==> config.mk <==
export PLATFORM = sky130hd
export DESIGN_NAME = forward_converter_129_128_127_flat
export DESIGN_NICKNAME = d
export VERILOG_FILES = /design/src/rtl/forward_converter_129_128_127_if.sv /design/src/rtl/forward_converter_129_128_127.sv /design/src/flat_wrapper.sv
export SDC_FILE = /design/constraint.sdc
export NUM_CORES = 1
export LEC_CHECK = 0
export BUFFER_PORTS_ARGS = -buffer_cell sky130_fd_sc_hd__buf_4
export CORE_MARGIN = 4
export CORE_UTILIZATION = 50
export CTS_BUF_LIST = sky130_fd_sc_hd__clkbuf_8
export CTS_CLUSTER_SIZE = 8
export DETAILED_ROUTE_END_ITERATION = 8
export PLACE_DENSITY = 0.79
export SLEW_MARGIN = 20
export SYNTH_ARGS = -nofsm -noshare
export SYNTH_HDL_FRONTEND = slang
export SYNTH_SLANG_ARGS = --single-unit
export TNS_END_PERCENT = 10
==> constraint.sdc <==
create_clock -name clk -period 4.15 [get_ports clk]
set_input_delay 0.6225 -clock clk [delete_from_list [all_inputs] [get_ports clk]]
set_output_delay 0.6225 -clock clk [all_outputs]
set_load 0.02 [all_outputs]
==> src/rtl/forward_converter_129_128_127_if.sv <==
// Valid/ready stream bundle for the {129,128,127} forward converter; out_err exists only with RNS_FWD_RANGE_CHECK_EN.
interface forward_converter_129_128_127_if;
  logic        in_valid;
  logic        in_ready;
  logic [20:0] in_x;
  logic        out_valid;
  logic        out_ready;
  logic [7:0]  out_r1;
  logic [6:0]  out_r2;
  logic [6:0]  out_r3;
`ifdef RNS_FWD_RANGE_CHECK_EN
  logic        out_err;

  modport master (
    output in_valid, in_x, out_ready,
    input  in_ready, out_valid, out_r1, out_r2, out_r3, out_err
  );
  modport slave (
    input  in_valid, in_x, out_ready,
    output in_ready, out_valid, out_r1, out_r2, out_r3, out_err
  );
`else
  modport master (
    output in_valid, in_x, out_ready,
    input  in_ready, out_valid, out_r1, out_r2, out_r3
  );
  modport slave (
    input  in_valid, in_x, out_ready,
    output in_ready, out_valid, out_r1, out_r2, out_r3
  );
`endif
endinterface

==> src/rtl/forward_converter_129_128_127.sv <==
// Binary-to-RNS converter: 21-bit x -> (x mod 129, x mod 128, x mod 127); range flag with RNS_FWD_RANGE_CHECK_EN.
// Latency STAGES (1 or 2) cycles, one item per cycle.
// Backpressure: stalled stages hold; in_ready is combinational from out_ready through the stage chain.
module forward_converter_129_128_127 #(
  parameter int STAGES = 2
) (
  input logic clk,
  input logic rst,
  forward_converter_129_128_127_if.slave fc
);

  if (STAGES != 1 && STAGES != 2) begin : g_bad_stages
    $error("forward_converter_129_128_127: STAGES must be 1 or 2");
  end

  // End-around fold of a 9-bit chunk sum into 0..126 (127 aliases to 0)
  function automatic logic [6:0] fold127(input logic [8:0] s);
    logic [7:0] a;
    logic [6:0] b;
    a = {1'b0, s[6:0]} + {6'b0, s[8:7]};
    b = a[6:0] + {6'b0, a[7]};
    return (b == 7'd127) ? 7'd0 : b;
  endfunction

  function automatic logic [7:0] reduce129(input logic [9:0] t);
    logic [9:0] u;
    u = t;
    if (u >= 10'd129) u = u - 10'd129;
    if (u >= 10'd129) u = u - 10'd129;
    return 8'(u);
  endfunction

  logic [6:0] c0, c1, c2;
  logic [8:0] s_in;
  logic [9:0] t_in;

  assign c0   = fc.in_x[6:0];
  assign c1   = fc.in_x[13:7];
  assign c2   = fc.in_x[20:14];
  assign s_in = {2'b0, c0} + {2'b0, c1} + {2'b0, c2};
  // 2^7 = -1 and 2^14 = +1 mod 129; the +129 bias keeps t positive
  assign t_in = {3'b0, c0} + {3'b0, c2} + 10'd129 - {3'b0, c1};

`ifdef RNS_FWD_RANGE_CHECK_EN
  logic err_in;
  assign err_in = (fc.in_x >= 21'd2097024);
`endif

  if (STAGES == 2) begin : g_two
    logic       v1_q, v1_d, v2_q, v2_d;
    logic       load1, load2;
    logic [6:0] c0_q;
    logic [8:0] s_q;
    logic [9:0] t_q;
    logic [7:0] r1_q;
    logic [6:0] r2_q, r3_q;

    assign load2       = v1_q & (~v2_q | fc.out_ready);
    assign fc.in_ready = ~v1_q | load2;
    assign load1       = fc.in_valid & fc.in_ready;
    assign v1_d        = load1 | (v1_q & ~load2);
    assign v2_d        = load2 | (v2_q & ~fc.out_ready);

    always_ff @(posedge clk) begin
      if (rst) begin
        v1_q <= 1'b0;
        v2_q <= 1'b0;
        c0_q <= '0;
        s_q  <= '0;
        t_q  <= '0;
        r1_q <= '0;
        r2_q <= '0;
        r3_q <= '0;
      end else begin
        v1_q <= v1_d;
        v2_q <= v2_d;
        if (load1) begin
          c0_q <= c0;
          s_q  <= s_in;
          t_q  <= t_in;
        end
        if (load2) begin
          r1_q <= reduce129(t_q);
          r2_q <= c0_q;
          r3_q <= fold127(s_q);
        end
      end
    end

    assign fc.out_valid = v2_q;
    assign fc.out_r1    = r1_q;
    assign fc.out_r2    = r2_q;
    assign fc.out_r3    = r3_q;

`ifdef RNS_FWD_RANGE_CHECK_EN
    logic err1_q, err2_q;
    always_ff @(posedge clk) begin
      if (rst) begin
        err1_q <= 1'b0;
        err2_q <= 1'b0;
      end else begin
        if (load1) err1_q <= err_in;
        if (load2) err2_q <= err1_q;
      end
    end
    assign fc.out_err = err2_q;
`endif
  end else begin : g_one
    logic       v_q, v_d;
    logic       load;
    logic [7:0] r1_q;
    logic [6:0] r2_q, r3_q;

    assign fc.in_ready = ~v_q | fc.out_ready;
    assign load        = fc.in_valid & fc.in_ready;
    assign v_d         = load | (v_q & ~fc.out_ready);

    always_ff @(posedge clk) begin
      if (rst) begin
        v_q  <= 1'b0;
        r1_q <= '0;
        r2_q <= '0;
        r3_q <= '0;
      end else begin
        v_q <= v_d;
        if (load) begin
          r1_q <= reduce129(t_in);
          r2_q <= c0;
          r3_q <= fold127(s_in);
        end
      end
    end

    assign fc.out_valid = v_q;
    assign fc.out_r1    = r1_q;
    assign fc.out_r2    = r2_q;
    assign fc.out_r3    = r3_q;

`ifdef RNS_FWD_RANGE_CHECK_EN
    logic err_q;
    always_ff @(posedge clk) begin
      if (rst) err_q <= 1'b0;
      else if (load) err_q <= err_in;
    end
    assign fc.out_err = err_q;
`endif
  end

endmodule

==> src/flat_wrapper.sv <==
// flat-port wrapper written by rule: the top's interface ports become plain ports
module forward_converter_129_128_127_flat 
#(
  parameter int STAGES = 2
)
  (clk, rst, fc_in_valid, fc_in_x, fc_out_ready, fc_in_ready, fc_out_valid, fc_out_r1, fc_out_r2, fc_out_r3);
  forward_converter_129_128_127_if fc_i ();
  input logic clk;
  input logic rst;
  input wire logic [$bits(fc_i.in_valid)-1:0] fc_in_valid;
  input wire logic [$bits(fc_i.in_x)-1:0] fc_in_x;
  input wire logic [$bits(fc_i.out_ready)-1:0] fc_out_ready;
  output wire logic [$bits(fc_i.in_ready)-1:0] fc_in_ready;
  output wire logic [$bits(fc_i.out_valid)-1:0] fc_out_valid;
  output wire logic [$bits(fc_i.out_r1)-1:0] fc_out_r1;
  output wire logic [$bits(fc_i.out_r2)-1:0] fc_out_r2;
  output wire logic [$bits(fc_i.out_r3)-1:0] fc_out_r3;
  assign fc_i.in_valid = fc_in_valid;
  assign fc_i.in_x = fc_in_x;
  assign fc_i.out_ready = fc_out_ready;
  assign fc_in_ready = fc_i.in_ready;
  assign fc_out_valid = fc_i.out_valid;
  assign fc_out_r1 = fc_i.out_r1;
  assign fc_out_r2 = fc_i.out_r2;
  assign fc_out_r3 = fc_i.out_r3;
  forward_converter_129_128_127 #(.STAGES(STAGES)) u_core (.clk(clk), .rst(rst), .fc(fc_i));
endmodule
# Yosys cells after proc, flatten, opt, wreduce, memory -nomap -nowiden
# Cells that the tools add are included.
# op_classes
add_sub_neg,9
n_lt_le_gt_ge,2
n_eq_ne,1
muxes,5
bitwise,12
# ops
op,n
$mux 10,3
$ge 10x8->1 const B,2
$add 7x7->8,2
$add 10x8->10 const B,1
$sub 10x7->10,1
$sub 10x8->10 const B,1
$add 9x7->9,1
$add 7x2->8,1
$mux 8,1
$sub 8x8->8 const B,1
$add 7x1->7,1
$eq 7x7->1 const B,1
$mux 7,1
$and 1x1->1,4
$not 1->1,4
$or 1x1->1,4
# totals
ff_bits,50
inputBits,25
output_inout_bits,24
elab_cells,37

# Longest topological paths before layout
# Gate-level depths: netlist of the first run.
# depth
word_depth,7
depth_mapped,15
mapped_depth_nobuf,15

# Worst setup path after synthesis of the first run
# Ideal clock, no wire load.
# synth_timing
path_type,input to register
startpoint,input port fc_in_x[0]
endpoint,register u_core.g_two.t_q[7]
arrival_time_ns,2.931
slack_ns,1.132
stages,15
n_path_buf,0
path_cell_list,ha_1 inv_1 fa_1 ha_1 inv_1 ha_1 inv_1 fa_1 nor2b_1 o21ai_0 nand2b_1 a21o_1 a21oi_1 xor2_1 o31ai_1
# synth_between
elab_chain_len,3
# synth_lines
item,line_no,text
from (decl),flat_wrapper.sv:11,input wire logic [$bits(fc_i.in_x)-1:0] fc_in_x;
$add 7x7->8,forward_converter_129_128_127.sv:42,"assign t_in = {3'b0, c0} + {3'b0, c2} + 10'd129 - {3'b0, c1};"
$add 10x8->10,forward_converter_129_128_127.sv:42,
$sub 10x7->10,forward_converter_129_128_127.sv:42,
to (signal assigned),forward_converter_129_128_127.sv:80,t_q <= t_in;
to (decl),forward_converter_129_128_127.sv:54,logic [9:0] t_q;
# No other way between the ends.
# A chain may end at the register's enable or synchronous reset.

# Worst setup path in the final report of the first run
# layout_timing
startpoint,register u_core.g_two.t_q[0]
endpoint,"register u_core.g_two.r1_q[2], in the netlist u_core.fc.out_r1[2]"
# layout_between
elab_chain_len,6
elab_cells_between_ends,8
# layout_lines
item,line_no,text
$sub 10x8->10 or $ge 10x8->1 (tied branches),forward_converter_129_128_127.sv:28,if (u >= 10'd129) u = u - 10'd129;
$mux 10 *,forward_converter_129_128_127.sv:28,
$mux 10 *,forward_converter_129_128_127.sv:82,if (load2) begin
$mux 10 *,forward_converter_129_128_127.sv:65,if (rst) begin
$sub 8x8->8 or $ge 10x8->1 (tied branches),forward_converter_129_128_127.sv:29,if (u >= 10'd129) u = u - 10'd129;
$mux 8 *,forward_converter_129_128_127.sv:29,
to (signal assigned),forward_converter_129_128_127.sv:83,r1_q <= reduce129(t_q);
to (decl),forward_converter_129_128_127.sv:55,logic [7:0] r1_q;
# Every way passes the cells marked *; elsewhere a longest branch is shown, timed or not. The select of a mux whose other input is x is not followed.

==> summary.md, run 1 <==
| Metric | Value |
|---|---|
| Final Cycle Share | 0.7898 |
| RSZ-0062 raised after global routing | false |
| Crit path cell chain | inv_1, ha_1, nor3b_2, a31oi_1, o21ai_0, ha_1, inv_1, nor2_1, o311ai_1, a21o_1, a21oi_4, mux2i_1, o311ai_1 |
| Setup TNS | 0 ns |
| Input/output buffers | 48 |
| Leak pwr | ~1.9 nW |
| Combinational power share | 0.455 |
| Tot GR Track Use | 0.1957 |
| Avg Cell Area, Syn | approximately 8 um^2 |
| Diode count | 0 |
| Final Hold Vio Count | 0 |
| CTS buffer count | 5 |
| Initial core utilization | 0.5231 |
| P per Cell Area | slightly below 400 mW/mm^2 |
| Via count | about 3,500 |
| CTS H-tree depth | 2 |
| Hold WS | roughly 0.45 ns |
| FFs w/ async S/R, synth | 0 |
| Nets | 600 |
| Main flop type after synthesis | dfxtp_1 |
| MaxCap Viol Count | 0 |
| Placer Congestion | ~0.85 |
| Via density | approximately 5.5 |
| Synthesized Nets | between 500 and 600 |
| Worst slew margin | 0.3992 |
| Area share of the largest cell type after synthesis | 0.2545 |
| Iter 0 DRT Violations | ~210 |
| Hold crit path type | flop to flop |
| Yosys warnings | 0 |
| Worst Path Required | 4.34 ns |
| Hold buffers post-CTS | 0 |
| Number of global-route vias before repair | ~3,200 |
| Slowest CP cell | dfxtp_1 |
| Seq/Total Area, Yosys | 0.2545 |
| Post-synthesis adder-cell area fraction | 0.1681 |
| CP Class | flop to flop |
| Die Y | roughly 96 um |
| Largest family of logic cells by synthesized area | compound AO/OA/AOI/OAI gates |
| Area delta synth->final | 13.44% |
| Top cells by area, synth | dfxtp_1 (25%), ha_1 (14%), a21oi_1 (7.1%) |
| CP max FO | 7 |
| CP Capture Type | flop |
| Post-CTS resize count | 0 |
| Setup Viol. Count Final | 0 |
| Mux contribution to synthesized area | 0.007790 |
| Root buffer cell | clkbuf_8 |
| DRC violations left | 0 |
| TritonCTS clock tree | done |
| Max frequency | 305.1 MHz |
| Max clock buf depth | 2 |
| Post-Synthesis Cells | around 500 |
| Status | completed |
| Sw Ratio | 0.3873 |
| DRT Pass-1 Iters | 4 |
| R2r setup slk | 0.87 ns |
| Flop pwr share | 0.340 |
| # Post-CTS Setup Buffers | 0 |
| Crit path time final | about 3.3 ns |
| CP arrival | 3.47 ns |
| Initial antenna violation count | 0 |
| Total Wirelength | around 8600 um |
| Yosys cell types | 63 |
| Clock group share of total power | 0.204 |
| Die X | roughly 96 um |
| Wire per inst | 13.67 um |
| Number of synthesized register bits | between 40 and 50 |
| Share of cells above drive strength 1 | 0.1288 |
| R2R depth | 13 |
| Worst skew pair latency | roughly 0.30 ns |
| Clock Sinks | 49 |
| Clk_skew | between 0.007 and 0.008 ns |
| Nature of the critical path startpoint | flop |
| Die area | just over 0.009 mm^2 |
| Synth cell count leaders | nand2_1 (71), a21oi_1 (55), dfxtp_1 (49) |
| NetSw | 0.6728 mW |
| Mapped Area | 0.003855 mm^2 |
| GRT overflow | 0 |
| Count leader, synth | nand2_1 |
| Hold Path Cell Cnt | 2 |
| First-pass GRT wire length | about 15,000 um |
| Slew @ Worst Pin | 0.9012 ns |
| Detailed Place HPWL | approximately 6800 um |
| Clock slew at reported path FFs | roughly 0.090 ns |
| Fraction of the mapped netlist area in compound gates | 0.2188 |
| Antenna Nets Post-Route | 0 |
| Peak supply drop | about 0.0002 V |
| Simple-gate share of the synthesized area | 0.2123 |
| Internal power | between 1 and 1.5 mW |
| Top Ports | approximately 50 |
| Max incr delay on CP | around 0.38 ns |
| Final Slew Violations | 0 |
| Largest area contributor in the netlist | dfxtp_1 |
| Core ar. | between 0.007 and 0.008 mm^2 |
| Xor and xnor area share after synthesis | 0.07725 |
| Largest net degree at the start of global routing | 49 |
| EDFF count, synth | 0 |
| Row count | 31 |
power by group through the flow:
stage | registers [mW] | logic, mW | clock network (mW)
finish | 0.591 | 0.791 | 0.355
global route | 0.600 | 0.890 | 0.375
CTS | 0.589 | 0.791 | 0.359
detailed placement | 0.600 | 0.785 | 0
global placement | 0.596 | 0.767 | 0
floorplan | 0.584 | 0.624 | 0
critical path: cells and delay by family (launching register included):
family	cells	cell delay, ns
AOI/OAI and AO/OA	6	1.30
buffers and inverters	2	0.19
and+or+nand+nor	2	0.47
adders and majority gates	2	0.60
muxes	1	0.21
DFF	1	0.38
per-layer routing:
metal  vias up  global-route usage  share of wire
met2        88              0.3208           0.45
li1       1779                   -              -
met5         -                   0              0
met3        10             0.02346          0.057
met4         0             0.05806          0.012
met1      1592              0.2693           0.48
per-stage QoR:
| stage | power (mW) | setup WS, ns | util | instances | instance area (um^2) |
|---|---|---|---|---|---|
| after global routing | 1.865 | 0.6378 | 0.5934 | 627 | 4373 |
| final | 1.737 | 0.8724 | 0.5934 | 627 | 4373 |
| after floorplan | 1.208 | 1.132 | - | 493 | 3855 |
| after global placement | 1.363 | 0.8628 | 0.5771 | 619 | 4253 |
| after detailed placement | 1.385 | 0.7168 | 0.5771 | 619 | 4253 |
| after CTS | 1.739 | 0.8919 | 0.5934 | 627 | 4373 |
worst paths after layout:
path                                     start                               end
min reg2reg  u_core.g_two.c0_q[6]$_SDFFE_PP0P_  u_core.fc.out_r2[6]$_SDFFE_PP0P_
max reg2reg   u_core.g_two.t_q[0]$_SDFFE_PP0P_  u_core.fc.out_r1[2]$_SDFFE_PP0P_
max           u_core.g_two.t_q[0]$_SDFFE_PP0P_  u_core.fc.out_r1[2]$_SDFFE_PP0P_
min          u_core.g_two.c0_q[6]$_SDFFE_PP0P_  u_core.fc.out_r2[6]$_SDFFE_PP0P_
cells in the final DEF (no fill, tap or decap), types with 3 or more instances in the layout:
cell and count:
a21o_1 11, nand3b_1 3, fa_1 5, dfxtp_1 49, clkbuf_8 6, nand3_1 4, a21oi_1 55, a211oi_2 3
xnor2_1 24, o21ai_0 11, nand2b_1 6, a31oi_1 5, o21ai_1 3, nor2b_1 10, mux2i_1 3, ha_1 43
nor3_1 12, o31ai_1 5, and3_1 5, a211oi_1 7, nor3b_1 3, xor2_1 10, or3_1 3, buf_4 50
o21bai_1 6, nand2_1 71, nor2_1 34, inv_1 36, nor4_1 4
sequential cells by signal, indices dropped and copies added (netlist names):
name,cells
u_core.fc.out_r2,7
u_core.g_two.c0_q,7
u_core.fc.out_valid,1
u_core.fc.out_r1,8
u_core.g_two.t_q,9
u_core.fc.out_r3,7
u_core.g_two.s_q,9
u_core.g_two.v1_q,1
cells by family (layout without fill, tap and decap cells):
logic type,Yosys count,after routing
and+or+nand+nor,169,169
DFF,49,49
muxes,3,3
AOI/OAI and AO/OA,130,130
adders and majority gates,49,49
buffers and inverters,59,94
xor gates and xnor gates,34,34
layout make-up:
type	count	area, um^2
Fill cell	693	2997
Inverter	36	135.1
Clock inverter	2	37.54
Sequential cell	49	980.9
Multi-Input combinational cell	385	2638
Tap cell	99	123.9
Clock buffer	6	82.58
Timing Repair Buffer	50	375.4
Power figures use the tool's default switching activity.
==> run 2: changes to the inputs <==
--- a/config.mk
+++ b/config.mk
@@ -11,7 +11,7 @@
 export CTS_BUF_LIST = sky130_fd_sc_hd__clkbuf_8
 export CTS_CLUSTER_SIZE = 8
 export DETAILED_ROUTE_END_ITERATION = 8
-export PLACE_DENSITY = 0.79
+export PLACE_DENSITY = 0.82
 export SLEW_MARGIN = 20
 export SYNTH_ARGS = -nofsm -noshare
 export SYNTH_HDL_FRONTEND = slang
==> constraint.sdc (replaced) <==
create_clock -name clk -period 2.75 [get_ports clk]
set_input_delay 0.4125 -clock clk [delete_from_list [all_inputs] [get_ports clk]]
set_output_delay 0.4125 -clock clk [all_outputs]
set_load 0.02 [all_outputs]
==> run 2 against run 1 <==
Net effect: setup slack worse by 0.83 ns; worst hold slack worse by 0.12 ns; sequential share of layout area down 3.0 points; sequential power up 46%; largest cell class unchanged; utilization up 9.5 points; clock power up 25%.
==> summary.md, run 2 (synthesis gave the netlist of run 1 again) <==
| Metric | Value |
|---|---|
| Status | completed (unchanged) |
| Hold crit path type | primary input to flop (was flop to flop) |
| Clock Sinks | 49 (unchanged) |
| R2r setup slk | 0.07 ns (was 0.87 ns) |
| Nets | 658 (was 600) |
| Wire per inst | 14.47 um (was 13.67 um) |
| Total Wirelength | 9913 um (was 8568 um) |
| Metal1 wirelength | 4456 um (was 4094 um) |
| Final worst slack | 0.03985 ns (was 0.8724 ns) |
| Placer Congestion | 0.8858 (was 0.8538) |
| CTS buffer count | 5 (unchanged) |
| Worst slew margin | 0.3977 (was 0.3992) |
| Core ar. | 0.007370 mm^2 (unchanged) |
| Number of global-route vias before repair | 3,588 (was 3,174) |
| Input/output buffers | 48 (unchanged) |
| First-pass GRT wire length | 16,080 um (was 14,540 um) |
| Clk_skew | 0.01071 ns (was 0.007544 ns) |
| Tot GR Track Use | 0.2162 (was 0.1957) |
| Worst skew pair latency | 0.31 ns (was 0.30 ns) |
| Root buffer cell | clkbuf_8 (unchanged) |
| Final Cycle Share | 0.9855 |
| Diode count | 0 (unchanged) |
| Die Y | 95.81 um (unchanged) |
| MaxCap Viol Count | 0 (unchanged) |
| Initial core utilization | 0.5231 (unchanged) |
| Antenna Nets Post-Route | 0 (unchanged) |
| Slew @ Worst Pin | 0.9034 ns (was 0.9012 ns) |
| DRT Pass-1 Iters | 5 (was 4) |
| Die X | 95.81 um (unchanged) |
| RSZ-0062 raised after global routing | true (was false) |
| Row count | 31 (unchanged) |
| TritonCTS clock tree | done (unchanged) |
| Dpl ws | -0.4077 ns (was 0.7168 ns) |
| CP Capture Type | flop (unchanged) |
| CP Class | primary input to flop (was flop to flop) |
| CP max FO | 2 (was 7) |
| Top Ports | 49 (unchanged) |
| Initial antenna violation count | 0 (unchanged) |
| Top layer in use | met4 (unchanged) |
| Max frequency | ~370 MHz |
| CTS H-tree depth | 2 (unchanged) |
| Total power | 2.967 mW (was 1.737 mW) |
| Via density | 5.511 (was 5.533) |
| Final Hold Vio Count | 0 (unchanged) |
| Peak supply drop | 0.0002801 V (was 0.0002051 V) |
| Cells after DPL | 671 (was 619) |
| Detailed Place HPWL | 7339 um (was 6792 um) |
| Largest net degree at the start of global routing | 49 (unchanged) |
| Die area | 0.009179 mm^2 (unchanged) |
| Worst Path Required | 2.92 ns (was 4.34 ns) |
| Commonest non-fill, non-tap cell in the layout | buf_4 (was nand2_1) |
| Share of cells above drive strength 1 | 0.2969 (was 0.1288) |
| Area after DPL | 0.004681 mm^2 (was 0.004253 mm^2) |
| Routed wl met3 | 533 um (was 491 um) |
| Setup Viol. Count Final | 0 (unchanged) |
| DRC violations left | 0 (unchanged) |
| Fin util | 0.6883 (was 0.5934) |
| GRT overflow | 0 (unchanged) |
| Iter 0 DRT Violations | 255 (was 213) |
| Crit path time final | around 2.7 ns |
| Nature of the critical path startpoint | primary input (was flop) |
| Clock slew at reported path FFs | 0.10 ns (was 0.09 ns) |
| Cell area after layout | 0.005072 mm^2 (was 0.004373 mm^2) |
| P per Cell Area | 584.9 mW/mm^2 (was 397.2 mW/mm^2) |
| Area delta synth->final | 31.58% (was 13.44%) |
| Max clock buf depth | 2 (unchanged) |
| CP arrival | 2.88 ns (was 3.47 ns) |
| Finished Layout Cells | 685 (was 627) |
| Via count | 3,775 (was 3,469) |
| Met2 Wirelength | 4707 um (was 3883 um) |
| Commonest non-fill, non-tap cells in the layout | buf_4 (108), nand2_1 (70), a21oi_1 (44), dfxtp_1 (44) (was nand2_1 (71), a21oi_1 (55), buf_4 (50), dfxtp_1 (49), ha_1 (43)) |
| Leak pwr | 2.195 nW (was 1.913 nW) |
| Final Slew Violations | 0 (unchanged) |
## run 2: changes by cell type in the layout (fill, tap and decap cells not counted), sizes merged
cell / before / now
inv: 36 / 37
clkbuf: 6 / 5
bufinv: 1 / 0
clkinv: 0 / 1
buf: 50 / 108
## run 2: layout make-up
cell class | instances | area [um^2]
repair buffers | 108 | 810.8
inverters | 36 | 135.1
flip-flops and latches | 49 | 987.2
clock inverters | 3 | 25.02
well taps | 99 | 123.9
multi-input cells | 385 | 2922
fillers | 574 | 2297
clock buffers | 5 | 68.82
## run 2: layer usage
metal / vias to the layer above / GRT usage
met5: - / 0
li1: 1899 / -
met1: 1735 / 0.2903
met3: 22 / 0.03127
met2: 119 / 0.3550
met4: 0 / 0.07227
## run 2: report_power, final
group / internal (mW) / switching [mW] / total (mW) / leakage, nW
Combinational: 0.803 / 0.857 / 1.66 / 1.75
Sequential: 0.790 / 0.0729 / 0.863 / 0.403
Clock: 0.184 / 0.259 / 0.443 / 0.0447
## run 2: worst paths after layout
path / startpoint / to / cells past startpoint
setup reg to reg: u_core.g_two.s_q[0]$_SDFFE_PP0P_ / u_core.fc.out_r3[3]$_SDFFE_PP0P_ / 12
hold / removal: fc_in_valid / u_core.g_two.v1_q$_SDFF_PP0_ / 3
setup / recovery: fc_in_x[0] / u_core.g_two.t_q[8]$_SDFFE_PP0P_ / 14
hold reg to reg: u_core.fc.out_r3[0]$_SDFFE_PP0P_ / u_core.fc.out_r3[0]$_SDFFE_PP0P_ / 2
## run 2: through the flow
stage                     hold slack [ns]  setup TNS [ns]
after floorplan                    0.4321        -0.07870
after global routing               0.3326         -0.6977
final                              0.3335               0
after CTS                          0.3276       -0.003318
after detailed placement           0.4481          -3.011
after global placement             0.4433          -1.687
## run 2: critical path, cell delays in order
cell and delay (ns):
buf_4 0.10, ha_4 0.14, inv_1 0.05, fa_1 0.39, xnor2_1 0.14, ha_1 0.30
ha_1 0.30, a21o_1 0.20, a21oi_2 0.17, o21bai_1 0.10, a21oi_2 0.16, o21bai_1 0.10
a211oi_2 0.24, nor3_1 0.07
## run 2: timing repair
| item | 4_1_cts | 5_1_grt |
|---|---|---|
| setup endpoints to repair | 14 | 21 |
| pin swaps | 6 | 18 |
| buffers inserted | 4 | 2 |
| gates resized for setup | 13 | 39 |
| hold buffers | 0 | 0 |
==> run 3: changes to the inputs <==
--- a/config.mk
+++ b/config.mk
@@ -6,9 +6,9 @@
 export NUM_CORES = 1
 export LEC_CHECK = 0
 export BUFFER_PORTS_ARGS = -buffer_cell sky130_fd_sc_hd__buf_4
-export CORE_MARGIN = 4
+export CORE_MARGIN = 2
 export CORE_UTILIZATION = 50
-export CTS_BUF_LIST = sky130_fd_sc_hd__clkbuf_8
+export CTS_BUF_LIST = sky130_fd_sc_hd__clkbuf_2 sky130_fd_sc_hd__clkbuf_4 sky130_fd_sc_hd__clkbuf_8
 export CTS_CLUSTER_SIZE = 8
 export DETAILED_ROUTE_END_ITERATION = 8
 export PLACE_DENSITY = 0.82
==> run 3 against run 2 <==
Net effect: via count grew 2.2%; critical path depth up 2; clock skew decreased by 0.0057 ns; sequential cell count stayed put; sequential power barely moved; worst hold slack improved by 0.021 ns; routed wire length is 4.9% higher; non-clock buffer count is 3 higher.
==> summary.md, run 3 (synthesis gave the netlist of run 1 again) <==
| Metric | Value |
|---|---|
| Status | completed (unchanged) |
| Via count | 3,857 (was 3,775) |
| CP arrival | 2.96 ns (was 2.88 ns) |
| Internal power | 1.800 mW (was 1.777 mW) |
| TritonCTS clock tree | done (unchanged) |
| Initial core utilization | 0.5067 (was 0.5231) |
| DRT Pass-1 Iters | 5 (unchanged) |
| CP max FO | 2 (unchanged) |
| Total Wirelength | 10,400 um (was 9913 um) |
| Root buffer cell | clkbuf_8 (unchanged) |
| Worst Path Required | 2.97 ns (was 2.92 ns) |
| Cell area after layout | 0.005179 mm^2 (was 0.005072 mm^2) |
| Worst slew margin | 0.3738 (was 0.3977) |
| Area after DPL | 0.004692 mm^2 (was 0.004681 mm^2) |
| Clock slew at reported path FFs | 0.09 ns (was 0.10 ns) |
| Row count | 32 (was 31) |
| Input/output buffers | 48 (unchanged) |
| Placer Congestion | 0.9276 (was 0.8858) |
| Setup Viol. Count Final | 0 (unchanged) |
| Nature of the critical path startpoint | primary input (unchanged) |
| Final Slew Violations | 0 (unchanged) |
| Die X | 91.81 um (was 95.81 um) |
| Peak supply drop | 0.0002557 V (was 0.0002801 V) |
| Hold crit path type | primary input to flop (unchanged) |
| Leak pwr | 2.225 nW (was 2.195 nW) |
| Hold buffers post-CTS | 0 (unchanged) |
| Worst skew pair latency | 0.30 ns (was 0.31 ns) |
| Tot GR Track Use | 0.2276 (was 0.2162) |
| CP Capture Type | flop (unchanged) |
| Slowest CP cell | fa_2 (was fa_1) |
| NetSw | 1.218 mW (was 1.189 mW) |
| Fin util | 0.6808 (was 0.6883) |
| Commonest non-fill, non-tap cells in the layout | buf_4 (110), nand2_1 (70), dfxtp_1 (45), a21oi_1 (43), nor2_1 (32) (was buf_4 (108), nand2_1 (70), a21oi_1 (44), dfxtp_1 (44)) |
| First-pass GRT wire length | 16,120 um (was 16,080 um) |
| P per Cell Area | 582.7 mW/mm^2 (was 584.9 mW/mm^2) |
| Total power | 3.018 mW (was 2.967 mW) |
| DRC violations left | 0 (unchanged) |
| Commonest non-fill, non-tap cell in the layout | buf_4 (unchanged) |
| Sw Ratio | 0.4035 (was 0.4009) |
| GRT overflow | 0 (unchanged) |
| Final Hold Vio Count | 0 (unchanged) |
| Detailed Place HPWL | 7472 um (was 7339 um) |
| Iter 0 DRT Violations | 184 (was 255) |
| Crit path cell chain | buf_4, ha_4, inv_2, fa_2, ha_4, inv_2, ha_4, inv_2, fa_2, nor2b_2, o21ai_1, nand2b_1, a21o_1, a21oi_2, xor2_1, o31ai_1 (was buf_4, ha_4, inv_1, fa_1, xnor2_1, ha_1, ha_1, a21o_1, a21oi_2, o21bai_1, a21oi_2, o21bai_1, a211oi_2, nor3_1) |
| Antenna Nets Post-Route | 0 (unchanged) |
| Met2 Wirelength | 5212 um (was 4707 um) |
| Crit path time final | 2.741 ns (was 2.710 ns) |
| CP Class | primary input to flop (unchanged) |
| Share of cells above drive strength 1 | 0.3260 (was 0.2969) |
| Clock group share of total power | 0.145 (was 0.149) |
| Diode count | 0 (unchanged) |
| Clock Sinks | 49 (unchanged) |
| Top layer in use | met4 (unchanged) |
| Slew @ Worst Pin | 0.9393 ns (was 0.9034 ns) |
| Family with the most delay on the worst path | adder cells (unchanged) |
| Combinational power share | 0.569 (was 0.560) |
| Initial antenna violation count | 0 (unchanged) |
| Cells after DPL | 675 (was 671) |
| Largest net degree at the start of global routing | 49 (unchanged) |
| Routed wl met3 | 477 um (was 533 um) |
| Max clock buf depth | 2 (unchanged) |
| CTS buffer count | 5 (unchanged) |
| Die area | 0.008428 mm^2 (was 0.009179 mm^2) |
| Core ar. | 0.007607 mm^2 (was 0.007370 mm^2) |
| Critical path buffers and inverters | 4 (was 2) |
| MaxCap Viol Count | 0 (unchanged) |
| Number of global-route vias before repair | 3,635 (was 3,588) |
| CTS H-tree depth | 2 (unchanged) |
| Nets | 661 (was 658) |
| Flop pwr share | 0.286 (was 0.291) |
| RSZ-0062 raised after global routing | true (unchanged) |
| Die Y | 91.81 um (was 95.81 um) |
| Dpl ws | -0.4152 ns (was -0.4077 ns) |
| Max frequency | 364.8 MHz (was 369.0 MHz) |
| Top Ports | 49 (unchanged) |
| Metal1 wirelength | 4552 um (was 4456 um) |
| Wire per inst | 15.05 um (was 14.47 um) |
| Via density | 5.582 (was 5.511) |
| Finished Layout Cells | 691 (was 685) |
| Final Cycle Share | 0.9968 (was 0.9855) |
| Area delta synth->final | 34.34% (was 31.58%) |
| Final worst slack | 0.008778 ns (was 0.03985 ns) |
| Clk_skew | 0.004972 ns (was 0.01071 ns) |
| Max incr delay on CP | 0.55 ns (was 0.39 ns) |
-- run 3: cell types whose count changed in the layout (fill, tap and decap cells not counted), moves of 2 or more --
cell     previous run  this run
o21ai_1             4         6
inv_1              33        29
inv_2               3         6
buf_4             108       110
-- run 3: final timing paths --
check	start	endpoint	slack [ns]	cells after the start
max reg2reg	u_core.g_two.t_q[1]$_SDFFE_PP0P_	u_core.fc.out_r1[2]$_SDFFE_PP0P_	0.02	13
min reg2reg	u_core.fc.out_r2[0]$_SDFFE_PP0P_	u_core.fc.out_r2[0]$_SDFFE_PP0P_	0.46	2
max	fc_in_x[14]	u_core.g_two.t_q[7]$_SDFFE_PP0P_	0.009	16
min	fc_in_valid	u_core.g_two.v1_q$_SDFF_PP0_	0.35	3
-- run 3: power groups by stage --
stage / Combinational, mW / Sequential, mW / Clock (mW)
after global routing: 1.87 / 0.873 / 0.480
after floorplan: 0.970 / 0.882 / 0
final: 1.72 / 0.863 / 0.438
after detailed placement: 1.44 / 0.873 / 0
after CTS: 1.48 / 0.858 / 0.441
after global placement: 1.39 / 0.867 / 0
-- run 3: layout make-up --
cell class / count / area (um^2)
fill: 586 / 2429
timing repair buffer: 111 / 837.1
clock buffer: 5 / 68.82
inverter: 36 / 137.6
clock inverter: 3 / 25.02
sequential: 49 / 985.9
multi-input combinational: 385 / 2997
tap: 102 / 127.6
-- run 3: what timing repair did --
item	in CTS	in global routing
pin swaps	7	32
setup endpoints to repair	16	21
resized for setup	15	59
setup buffers	1	7
-- run 3: routing by layer --
metal | up-vias | global-route usage
met5 | - | 0
met4 | 0 | 0.06095
met3 | 17 | 0.03205
met2 | 124 | 0.3958
met1 | 1815 | 0.2953
li1 | 1901 | -
-- run 3: worst register-to-register path, cell delays in order, from the launching register on --
cell and delay, ns:
dfxtp_2 0.33, inv_1 0.06, ha_2 0.20, nor3b_4 0.27
a31oi_4 0.18, xnor2_2 0.25, inv_1 0.11, ha_4 0.18
nor2_4 0.11, o311ai_2 0.12, a21o_1 0.21, a21oi_4 0.26
mux2i_1 0.24, o311ai_1 0.11
-- run 3: stage by stage --
step / hold WS [ns] / TNS, ns
4_1_cts: 0.3562 / -0.06287
5_1_grt: 0.3623 / -1.100
6_report: 0.3546 / 0
3_5_place_dp: 0.4500 / -3.986
2_1_floorplan: 0.4321 / -0.07870
3_3_place_gp: 0.4440 / -2.007
